$ cat config.mk
export PLATFORM = sky130hd
export DESIGN_NAME = cla_pipe_add
export DESIGN_NICKNAME = d
export VERILOG_FILES = /design/src/rtl/cla_pipe_pkg.sv /design/src/rtl/cla_pipe_stage.sv /design/src/rtl/cla_pipe_add.sv
export SDC_FILE = /design/constraint.sdc
export NUM_CORES = 1
export LEC_CHECK = 0
export CORE_MARGIN = 3
export CORE_UTILIZATION = 57
export CTS_BUF_LIST = sky130_fd_sc_hd__clkbuf_4 sky130_fd_sc_hd__clkbuf_8
export DETAILED_ROUTE_END_ITERATION = 16
export PLACE_DENSITY_LB_ADDON = 0.2
export SKIP_LAST_GASP = 1
export SLEW_MARGIN = 20
export SYNTH_ARGS = -nofsm -noshare
export SYNTH_HDL_FRONTEND = slang
export SYNTH_SLANG_ARGS = --single-unit
$ cat constraint.sdc
create_clock -name clk -period 4 [get_ports clk]
set_clock_uncertainty 0.1 [all_clocks]
set_input_delay 0.4 -clock clk [delete_from_list [all_inputs] [get_ports clk]]
set_output_delay 0.4 -clock clk [all_outputs]
set_load 0.01 [all_outputs]
$ cat src/rtl/cla_pipe_pkg.sv
// Shared types and helpers for the pipelined CLA adder: group geometry,
// per-stage control payload and the 4-bit carry-lookahead cell.
package cla_pipe_pkg;

  localparam int GROUP_W = 4;

  typedef struct packed {
    int ng;   // total 4-bit groups
    int gps;  // groups evaluated per stage
  } geom_t;

  typedef struct packed {
    logic sub;
    logic carry;      // carry into the next unevaluated group
    logic msb_carry;  // carry into the MSB, valid once the top group is done
    logic zero;
  } stage_ctl_t;

  typedef struct packed {
    logic [GROUP_W-1:0] s;
    logic               co;
    logic               c3;
  } cla4_t;

  function automatic geom_t calc_geom(input int width, input int stages);
    geom_t g;
    g.ng  = width / GROUP_W;
    g.gps = g.ng / stages;
    return g;
  endfunction

  function automatic cla4_t cla4(input logic [GROUP_W-1:0] a, input logic [GROUP_W-1:0] b,
                                 input logic ci);
    logic [3:0] g, p;
    logic [4:0] c;
    cla4_t r;
    g    = a & b;
    p    = a ^ b;
    c[0] = ci;
    c[1] = g[0] | (p[0] & ci);
    c[2] = g[1] | (p[1] & g[0]) | (p[1] & p[0] & ci);
    c[3] = g[2] | (p[2] & g[1]) | (p[2] & p[1] & g[0]) | (p[2] & p[1] & p[0] & ci);
    c[4] = g[3] | (p[3] & g[2]) | (p[3] & p[2] & g[1]) | (p[3] & p[2] & p[1] & g[0])
         | (p[3] & p[2] & p[1] & p[0] & ci);
    r.s  = p ^ c[3:0];
    r.co = c[4];
    r.c3 = c[3];
    return r;
  endfunction

endpackage

$ cat src/rtl/cla_pipe_stage.sv
// One register stage of cla_pipe_add: evaluates GPS CLA groups, rippling carry
// group to group, and holds the beat. MSB-carry tap kept only with CLA_PIPE_OVF_EN.
module cla_pipe_stage
  import cla_pipe_pkg::*;
#(
  parameter int WIDTH  = 32,
  parameter int STAGES = 4,
  parameter int IDX    = 0
) (
  input  logic             clk,
  input  logic             reset,
  input  logic             src_valid,
  input  logic [WIDTH-1:0] src_a,
  input  logic [WIDTH-1:0] src_b,
  input  logic [WIDTH-1:0] src_sum,
  input  stage_ctl_t       src_ctl,
  input  logic             adv,
  output logic             valid,
  output logic [WIDTH-1:0] op_a,
  output logic [WIDTH-1:0] op_b,
  output logic [WIDTH-1:0] psum,
  output stage_ctl_t       ctl
);

  localparam geom_t GEOM = calc_geom(WIDTH, STAGES);
  localparam int    GPS  = GEOM.gps;
  localparam int    SW   = GPS * GROUP_W;
  localparam int    LO   = IDX * SW;
  localparam bit    LAST = (IDX == STAGES - 1);

  logic [SW-1:0]    b_eff;
  logic [WIDTH-1:0] sum_d;
  logic             carry;
  logic             msb_c;
  logic             msb_d;
  logic             load;
  cla4_t            r;

  assign b_eff = src_ctl.sub ? ~src_b[LO +: SW] : src_b[LO +: SW];
  assign load  = !valid | adv;

  always_comb begin
    sum_d = src_sum;
    carry = src_ctl.carry;
    msb_c = 1'b0;
    r     = '0;
    for (int j = 0; j < GPS; j++) begin
      r = cla4(src_a[LO + j*GROUP_W +: GROUP_W], b_eff[j*GROUP_W +: GROUP_W], carry);
      sum_d[LO + j*GROUP_W +: GROUP_W] = r.s;
      msb_c = r.c3;
      carry = r.co;
    end
  end

`ifdef CLA_PIPE_OVF_EN
  assign msb_d = msb_c;
`else
  assign msb_d = 1'b0;
`endif

  // zero/msb fields arriving from upstream are recomputed here, never forwarded
  logic unused_in;
  assign unused_in = ^{msb_c, src_ctl.msb_carry, src_ctl.zero};

  always_ff @(posedge clk) begin
    if (reset) begin
      valid <= 1'b0;
      op_a  <= '0;
      op_b  <= '0;
      psum  <= '0;
      ctl   <= '0;
    end else if (load) begin
      valid <= src_valid;
      if (src_valid) begin
        op_a          <= src_a;
        op_b          <= src_b;
        psum          <= sum_d;
        ctl.sub       <= src_ctl.sub;
        ctl.carry     <= carry;
        ctl.msb_carry <= msb_d;
        ctl.zero      <= LAST && (sum_d == '0);
      end
    end
  end

endmodule

$ cat src/rtl/cla_pipe_add.sv
// Pipelined carry-lookahead adder/subtractor, STAGES register stages with
// valid/ready backpressure. Signed overflow flag enabled by CLA_PIPE_OVF_EN.
module cla_pipe_add
  import cla_pipe_pkg::*;
#(
  parameter int WIDTH  = 32,
  parameter int STAGES = 4
) (
  input  logic             clk,
  input  logic             reset,
  input  logic             in_valid,
  output logic             in_ready,
  input  logic [WIDTH-1:0] a,
  input  logic [WIDTH-1:0] b,
  input  logic             cin,
  input  logic             sub,
  output logic             out_valid,
  input  logic             out_ready,
  output logic [WIDTH-1:0] sum,
  output logic             cout,
  output logic             zero,
  output logic             ovf
);

  if (WIDTH % GROUP_W != 0) begin : g_bad_width
    $error("cla_pipe_add: WIDTH must be a multiple of 4");
  end
  if ((WIDTH / GROUP_W) % STAGES != 0) begin : g_bad_stages
    $error("cla_pipe_add: STAGES must divide WIDTH/4");
  end

  localparam int L = STAGES - 1;

  logic [STAGES-1:0]            v;
  logic [STAGES-1:0]            adv;
  logic [STAGES-1:0][WIDTH-1:0] a_s, b_s, sum_s;
  stage_ctl_t [STAGES-1:0]      ctl_s;

  // A stage may advance when the next one is empty or itself advancing.
  always_comb begin
    adv    = '0;
    adv[L] = out_ready;
    for (int k = STAGES - 2; k >= 0; k--) adv[k] = !v[k+1] | adv[k+1];
  end

  assign in_ready = !v[0] | adv[0];

  for (genvar k = 0; k < STAGES; k++) begin : g_stage
    logic             src_valid;
    logic [WIDTH-1:0] src_a, src_b, src_sum;
    stage_ctl_t       src_ctl;

    if (k == 0) begin : g_head
      assign src_valid = in_valid;
      assign src_a     = a;
      assign src_b     = b;
      assign src_sum   = '0;
      assign src_ctl   = '{sub: sub, carry: sub | cin, msb_carry: 1'b0, zero: 1'b0};
    end else begin : g_link
      assign src_valid = v[k-1];
      assign src_a     = a_s[k-1];
      assign src_b     = b_s[k-1];
      assign src_sum   = sum_s[k-1];
      assign src_ctl   = ctl_s[k-1];
    end

    cla_pipe_stage #(.WIDTH(WIDTH), .STAGES(STAGES), .IDX(k)) u_stage (
      .clk      (clk),
      .reset    (reset),
      .src_valid(src_valid),
      .src_a    (src_a),
      .src_b    (src_b),
      .src_sum  (src_sum),
      .src_ctl  (src_ctl),
      .adv      (adv[k]),
      .valid    (v[k]),
      .op_a     (a_s[k]),
      .op_b     (b_s[k]),
      .psum     (sum_s[k]),
      .ctl      (ctl_s[k])
    );
  end

  assign out_valid = v[L];
  assign sum       = sum_s[L];
  assign cout      = ctl_s[L].carry;
  assign zero      = ctl_s[L].zero;

`ifdef CLA_PIPE_OVF_EN
  assign ovf = ctl_s[L].msb_carry ^ ctl_s[L].carry;
`else
  assign ovf = 1'b0;
`endif

  logic unused_tail;
  assign unused_tail = ^{a_s[L], b_s[L], ctl_s[L].sub, ctl_s[L].msb_carry};

endmodule
==> results.txt, run 1 <==
Max-cap viol count: 0
Initial core utilization: 59.8%
Max frequency: 0.318 GHz
Cell breakdown of the critical path: xor2_1 > ha_1 > o21ai_0 > o21bai_2 > a21oi_1 > fa_1 > nor4b_1 > nand4_1 > nor3_1 > o21ai_0 > o21ai_0
Vias in the first global route: 6205
Worst EP arrival: 3.42 ns
Synth warnings: 0
Routed len/inst: 13.4 um
Final non-filler cell area: 9610 um^2
P_sw: 0.877 mW
Die W: 125 um
Yosys reg bits: 188
R2R cell count: 11
CTS buffer count: 17
Synthesis-to-finish area growth: 18.5%
Total track usage: 21.8%
Die Y-Extent: 125 um
Setup TNS: 0 ns
Fin util: 70.9%
# rows: 42
First-pass GRT wire length: 28800 um
Final Cycle Share: 78.7%
Part of the power in registers: 53.4%
Vias: 6734
Total setup buffers inserted after CTS: 0
CP bufs+invs: 0
Yosys cell types: 43
Ant. Diodes: 0
CTS tree: done
Hold slack: 0.351 ns
Placed Cells incl. Taps: 1244
IO Pins: 107
Hold Path Sink: g_stage[1].u_stage.op_a[22]
Worst-path fanout max: 9
Post-CTS Hold Buffers: 0
Flop2flop setup slack: 0.85 ns
FILL cells: 1150
Drt drc: 0
Tot Pwr: 3.70 mW
Reg2reg end: g_stage[3].u_stage.ctl[0]
Antenna violations before repair: 0
Share of layout cells above drive strength 1: 4.65%
Final Hold Fails: 0
WP data required: 4.27 ns
Placed Area: 9200 um^2
Clk root buf: clkbuf_8
Nets@finish: 1197
PortBufs: 105
Critical path type: flip-flop to flip-flop
Status: completed
Die area: 15700 um^2
Crit. End Element: flip-flop
Mean Syn Cell Area: 7.96 um^2
Post-synth net total: 1129
H-Tree Depth: 4
Post-cts resize count: 0
Post-Synthesis Cells: 1019
Hold Path Depth: 2
Relative slew slack: 32.7%
Worst-Margin Slew: 1.01 ns
Min-Delay Path Class: flip-flop to flip-flop
Iteration-0 DRC Markers: 400
Largest net degree at the start of global routing: 87
Setup WS post-layout: 0.852 ns
Register area share after synthesis: 46.4%
Comb power frac: 10.9%
Setup violations, final: 0
Commonest non-fill, non-tap cell in the layout: nand2_1
Fin crit period: 3.15 ns
Leakage power: 3.70 nW
Vias per cell: 5.29
Int Power: 2.82 mW
Hold wc startpoint: g_stage[0].u_stage.op_a[22]
Post-route ant nets: 0
DP HPWL: 12200 um
Clock slew at reported path FFs: 0.09 ns
Delay-heaviest family, CP: adder cells
Most frequent CP cell: o21ai_0
Clock Power Share: 35.7%
GP Congestion: 0.839
Clock Sink Count: 188
Unrepaired setup endpoints after global routing: no
CTS max path bufs: 2
CP max stage cell: dfxtp_1
Reg2reg start: g_stage[2].u_stage.ctl[3]
Dpl ws: 0.670 ns
Drt pass-1 iters: 5
DRT Wirelength: 17100 um
Startpoint Class: flip-flop
Syn Std Cell Area: 8110 um^2
Biggest cell delay along the critical path: 0.59 ns
Core footprint: 13600 um^2
Final Slew Violations: 0
GRT overflow: 0
Pwr Density: 385 nW/um^2
Highest-count cells in the layout ignoring fill and taps: nand2_1, dfxtp_1, a21oi_1
Net Sw Frac: 23.7%
Clk_lat worst skew: 0.45 ns
Fin cells: 1273
Maximum vdd drop: 220 uV
## worst min-delay path: cells and delay by family, from the launching register on
family | cells | cell delay (ns)
flip-flops | 1 | 0.31
AND/OR/NAND/NOR | 1 | 0.05
AO/OA/AOI/OAI | 1 | 0.05
## state kept, by name, summed over array words and instances, names as in the netlist
name                   cells
g_stage.u_stage.ctl        8
g_stage.u_stage.op_a      48
g_stage.u_stage.op_b      48
g_stage.u_stage.psum      80
g_stage.u_stage.valid      4
## how the worst max path moves through the flow
stage | start | endpoint | cells past startpoint
floorplan | g_stage[2].u_stage.ctl[3] | g_stage[3].u_stage.ctl[0] | 12
global placement | sub | g_stage[0].u_stage.psum[5] | 10
detailed placement | sub | g_stage[0].u_stage.psum[5] | 10
CTS | g_stage[2].u_stage.ctl[3] | g_stage[3].u_stage.ctl[0] | 11
global route | g_stage[2].u_stage.ctl[3] | g_stage[3].u_stage.ctl[0] | 11
finish | g_stage[2].u_stage.ctl[3] | g_stage[3].u_stage.ctl[0] | 11
## power groups by stage
stage | Sequential, mW | Clock [mW] | Combinational [mW]
floorplan | 2.01 | 0 | 0.268
detailed placement | 2.02 | 0 | 0.399
finish | 1.97 | 1.32 | 0.405
global placement | 2.02 | 0 | 0.389
CTS | 1.97 | 1.34 | 0.405
global route | 1.98 | 1.40 | 0.452
## layout make-up
| cell class | count | area [um^2] | share of cell area [%] |
|---|---|---|---|
| clock buffer | 21 | 270 | 2.81 |
| tap | 176 | 220 | 2.29 |
| sequential | 188 | 3760 | 39.2 |
| multi-input combinational | 749 | 4010 | 41.7 |
| inverter | 14 | 52.6 | 0.547 |
| timing repair buffer | 117 | 1150 | 12.0 |
| clock inverter | 8 | 144 | 1.50 |
## logic make-up (layout without fill, tap and decap cells)
| kind of cell | Yosys count | count (layout) | synth area share (%) |
|---|---|---|---|
| buffers and inverters | 82 | 160 | 4.35 |
| AND/OR/NAND/NOR | 427 | 427 | 21.1 |
| XOR/XNOR | 50 | 50 | 5.40 |
| flip-flops | 188 | 188 | 46.4 |
| multiplexers | 1 | 1 | 0.123 |
| other | 1 | 1 | 0.0462 |
| AO/OA/AOI/OAI | 230 | 230 | 15.7 |
| adder cells (fa/ha/maj) | 40 | 40 | 6.91 |
## cell usage after synthesis, drive strengths merged
library cell	instances	share of area (%)
nand4b	1	0.11
nand4	3	0.31
xnor2	14	1.5
nand2	349	16
nor4	8	0.62
a31o	1	0.11
nor2b	4	0.31
conb	1	0.046
o21bai	1	0.14
and4	1	0.11
a22oi	1	0.093
and2	2	0.15
o211ai	4	0.37
nand2b	2	0.15
nor2	31	1.4
a21oi	186	11
a211oi	12	1.2
buf	32	2.0
clkbuf	36	1.7
a31oi	2	0.15
xor2	36	3.9
inv	14	0.65
mux2i	1	0.12
o31ai	2	0.19
nand3	7	0.43
o41ai	3	0.56
nor3	15	0.93
and2b	1	0.093
dfxtp	188	46
o21ai	12	0.74
ha	32	4.9
a32o	1	0.12
fa	8	2.0
or3	1	0.077
a21o	4	0.37
a22o	1	0.11
nor4b	2	0.22
## metal layers
metal  GRT usage [%]  part of all wire, %  wire [um]  vias to the layer above
met5               0                    0          0                        -
met4            6.76                  1.3        221                        0
met3            4.05                  4.9        839                       17
met2            34.2                   46       7790                      148
met1            30.8                   48       8260                     3073
li1                -                    -          -                     3496
(Power assumes the default switching activity.)
==> run 2, diff against run 1 <==
- CORE_UTILIZATION: 57 -> 52
- clock period: 4 -> 2.7 ns (I/O delays scaled with it)
==> results.txt, run 2 (synthesized netlist as in run 1, its figures left out) <==
Maximum vdd drop: 312 uV (was 220 uV)
Pwr Density: 544 nW/um^2 (was 385 nW/um^2)
Total track usage: 19.9% (was 21.8%)
Clk_lat worst skew: 0.46 ns (was 0.45 ns)
Drt drc: 0 (unchanged)
WP data required: 2.99 ns (was 4.27 ns)
Unrepaired setup endpoints after global routing: no (unchanged)
Largest net degree at the start of global routing: 110 (was 87)
First-pass GRT wire length: 27800 um (was 28800 um)
DRT Wirelength: 16600 um (was 17100 um)
CTS tree: done (unchanged)
CTS max path bufs: 2 (unchanged)
Crit. End Element: flip-flop (unchanged)
Relative slew slack: 58.2% (was 32.7%)
Register with the most flip-flops: g_stage.u_stage.psum (unchanged)
Worst-Margin Slew: 0.626 ns (was 1.01 ns)
Die Y-Extent: 131 um (was 125 um)
Vias per cell: 5.17 (was 5.29)
Nets@finish: 1220 (was 1197)
Leakage power: 3.82 nW (was 3.70 nW)
Placed Area: 9450 um^2 (was 9200 um^2)
Status: completed (unchanged)
Met3 Use GR: 3.78% (was 4.05%)
Hold slack: 0.144 ns (was 0.351 ns)
Final Slew Violations: 0 (unchanged)
Worst EP arrival: 2.83 ns (was 3.42 ns)
Commonest non-fill, non-tap cell in the layout: nand2_1 (unchanged)
Vias in the first global route: 5994 (was 6205)
GRT busiest layer: met1 (was met2)
Final non-filler cell area: 9860 um^2 (was 9610 um^2)
Ant. Diodes: 0 (unchanged)
Initial core utilization: 53.3% (was 59.8%)
Min-Delay Path Class: input port to flip-flop (was flip-flop to flip-flop)
Routed len/inst: 12.7 um (was 13.4 um)
Clock Sink Count: 188 (unchanged)
GRT overflow: 0 (unchanged)
Highest-count cells in the layout ignoring fill and taps: nand2_1, dfxtp_1, a21oi_1 (unchanged)
PortBufs: 105 (unchanged)
Max frequency: 0.394 GHz (was 0.318 GHz)
Largest regs: g_stage.u_stage.psum: 80 flops, g_stage.u_stage.op_a: 48 flops, g_stage.u_stage.op_b: 48 flops (unchanged)
Vias: 6753 (was 6734)
H-Tree Depth: 4 (unchanged)
Share of layout cells above drive strength 1: 6.88% (was 4.65%)
Clk root buf: clkbuf_8 (unchanged)
Startpoint Class: flip-flop (unchanged)
CTS buffer count: 17 (unchanged)
Final Cycle Share: 94.0% (was 78.7%)
Max FFs per register: 80 (unchanged)
GP Congestion: 0.868 (was 0.839)
Drt pass-1 iters: 6 (was 5)
Iteration-0 DRC Markers: 441 (was 400)
Clock slew at reported path FFs: 0.09 ns (about the same)
Max-cap viol count: 0 (unchanged)
Fin crit period: 2.54 ns (was 3.15 ns)
Worst-path fanout max: 2 (was 9)
IO Pins: 107 (unchanged)
Die area: 17100 um^2 (was 15700 um^2)
Post-CTS Hold Buffers: 0 (unchanged)
Die W: 131 um (was 125 um)
Core footprint: 15200 um^2 (was 13600 um^2)
Antenna violations before repair: 0 (unchanged)
Final Hold Fails: 0 (unchanged)
GR Layer Usage met1: 29.3% (was 30.8%)
GRT met2 Usage: 28.9% (was 34.2%)
FILL cells: 1359 (was 1150)
Post-route ant nets: 0 (unchanged)
Fin util: 64.8% (was 70.9%)
Critical path type: flip-flop to flip-flop (unchanged)
Synthesis-to-finish area growth: 21.5% (was 18.5%)
# rows: 45 (was 42)
DP HPWL: 11900 um (was 12200 um)
Setup violations, final: 0 (unchanged)
==> run 2: cell types whose count changed in the layout (fill, tap and decap cells not counted), sizes merged <==
cell / delta
buf: +23
clkinv: -2
clkinvlp: +3
bufinv: -2
==> run 2: path summary, 6_finish.rpt <==
kind	cells after the start	start	endpoint	slack, ns
setup reg to reg	11	g_stage[2].u_stage.op_b[24]	g_stage[3].u_stage.ctl[0]	0.16
setup / recovery	11	g_stage[2].u_stage.op_b[24]	g_stage[3].u_stage.ctl[0]	0.16
hold / removal	2	reset	g_stage[3].u_stage.psum[29]	0.14
hold reg to reg	2	g_stage[1].u_stage.op_b[27]	g_stage[2].u_stage.op_b[27]	0.35
==> run 2: layout make-up <==
| class | instances | area (um^2) | share of cell area (%) |
|---|---|---|---|
| Tap cell | 188 | 235 | 2.39 |
| Sequential cell | 188 | 3770 | 38.2 |
| Clock buffer | 21 | 283 | 2.87 |
| Inverter | 14 | 52.6 | 0.533 |
| Clock inverter | 7 | 92.6 | 0.939 |
| Timing Repair Buffer | 140 | 1390 | 14.1 |
| Multi-Input combinational cell | 749 | 4040 | 41.0 |
==> run 2: repair_timing <==
action | 4_1_cts | 5_1_grt
gates resized for setup | 0 | 7
endpoints found under the setup margin | 0 | 1
buffers inserted | 0 | 1
==> run 2: worst max-delay path: stages (launching register included) <==
cell	delay (ns)
dfxtp_1	0.39
xor2_2	0.19
ha_1	0.27
a211oi_2	0.25
o21bai_2	0.09
a21oi_1	0.19
fa_1	0.22
xor2_1	0.21
nand4_1	0.14
nor3_2	0.19
o21ai_1	0.08
o21ai_0	0.15
==> run 2: per-stage QoR <==
stage / setup WS (ns) / std cells / power (mW) / setup TNS (ns)
floorplan: 0.0166 / 1019 / 3.37 / 0
global placement: -0.0406 / 1278 / 3.61 / -0.0571
detailed placement: -0.0830 / 1278 / 3.62 / -0.172
CTS: 0.0575 / 1306 / 5.42 / 0
global route: 0.00731 / 1307 / 5.60 / 0
finish: 0.163 / 1307 / 5.37 / 0
==> run 2: layer usage <==
metal  routed length, um  part of all wire (%)
met4                 328                   2.0
met3                 699                   4.2
met2                6900                    42
met1                8680                    52
met5                   0                     0
==> run 2: power breakdown <==
group | leakage, nW | switching, mW | internal, mW
Clock | 0.185 | 0.923 | 0.882
Combinational | 2.11 | 0.332 | 0.308
Sequential | 1.53 | 0.0578 | 2.86
Total | 3.82 | 1.31 | 4.05
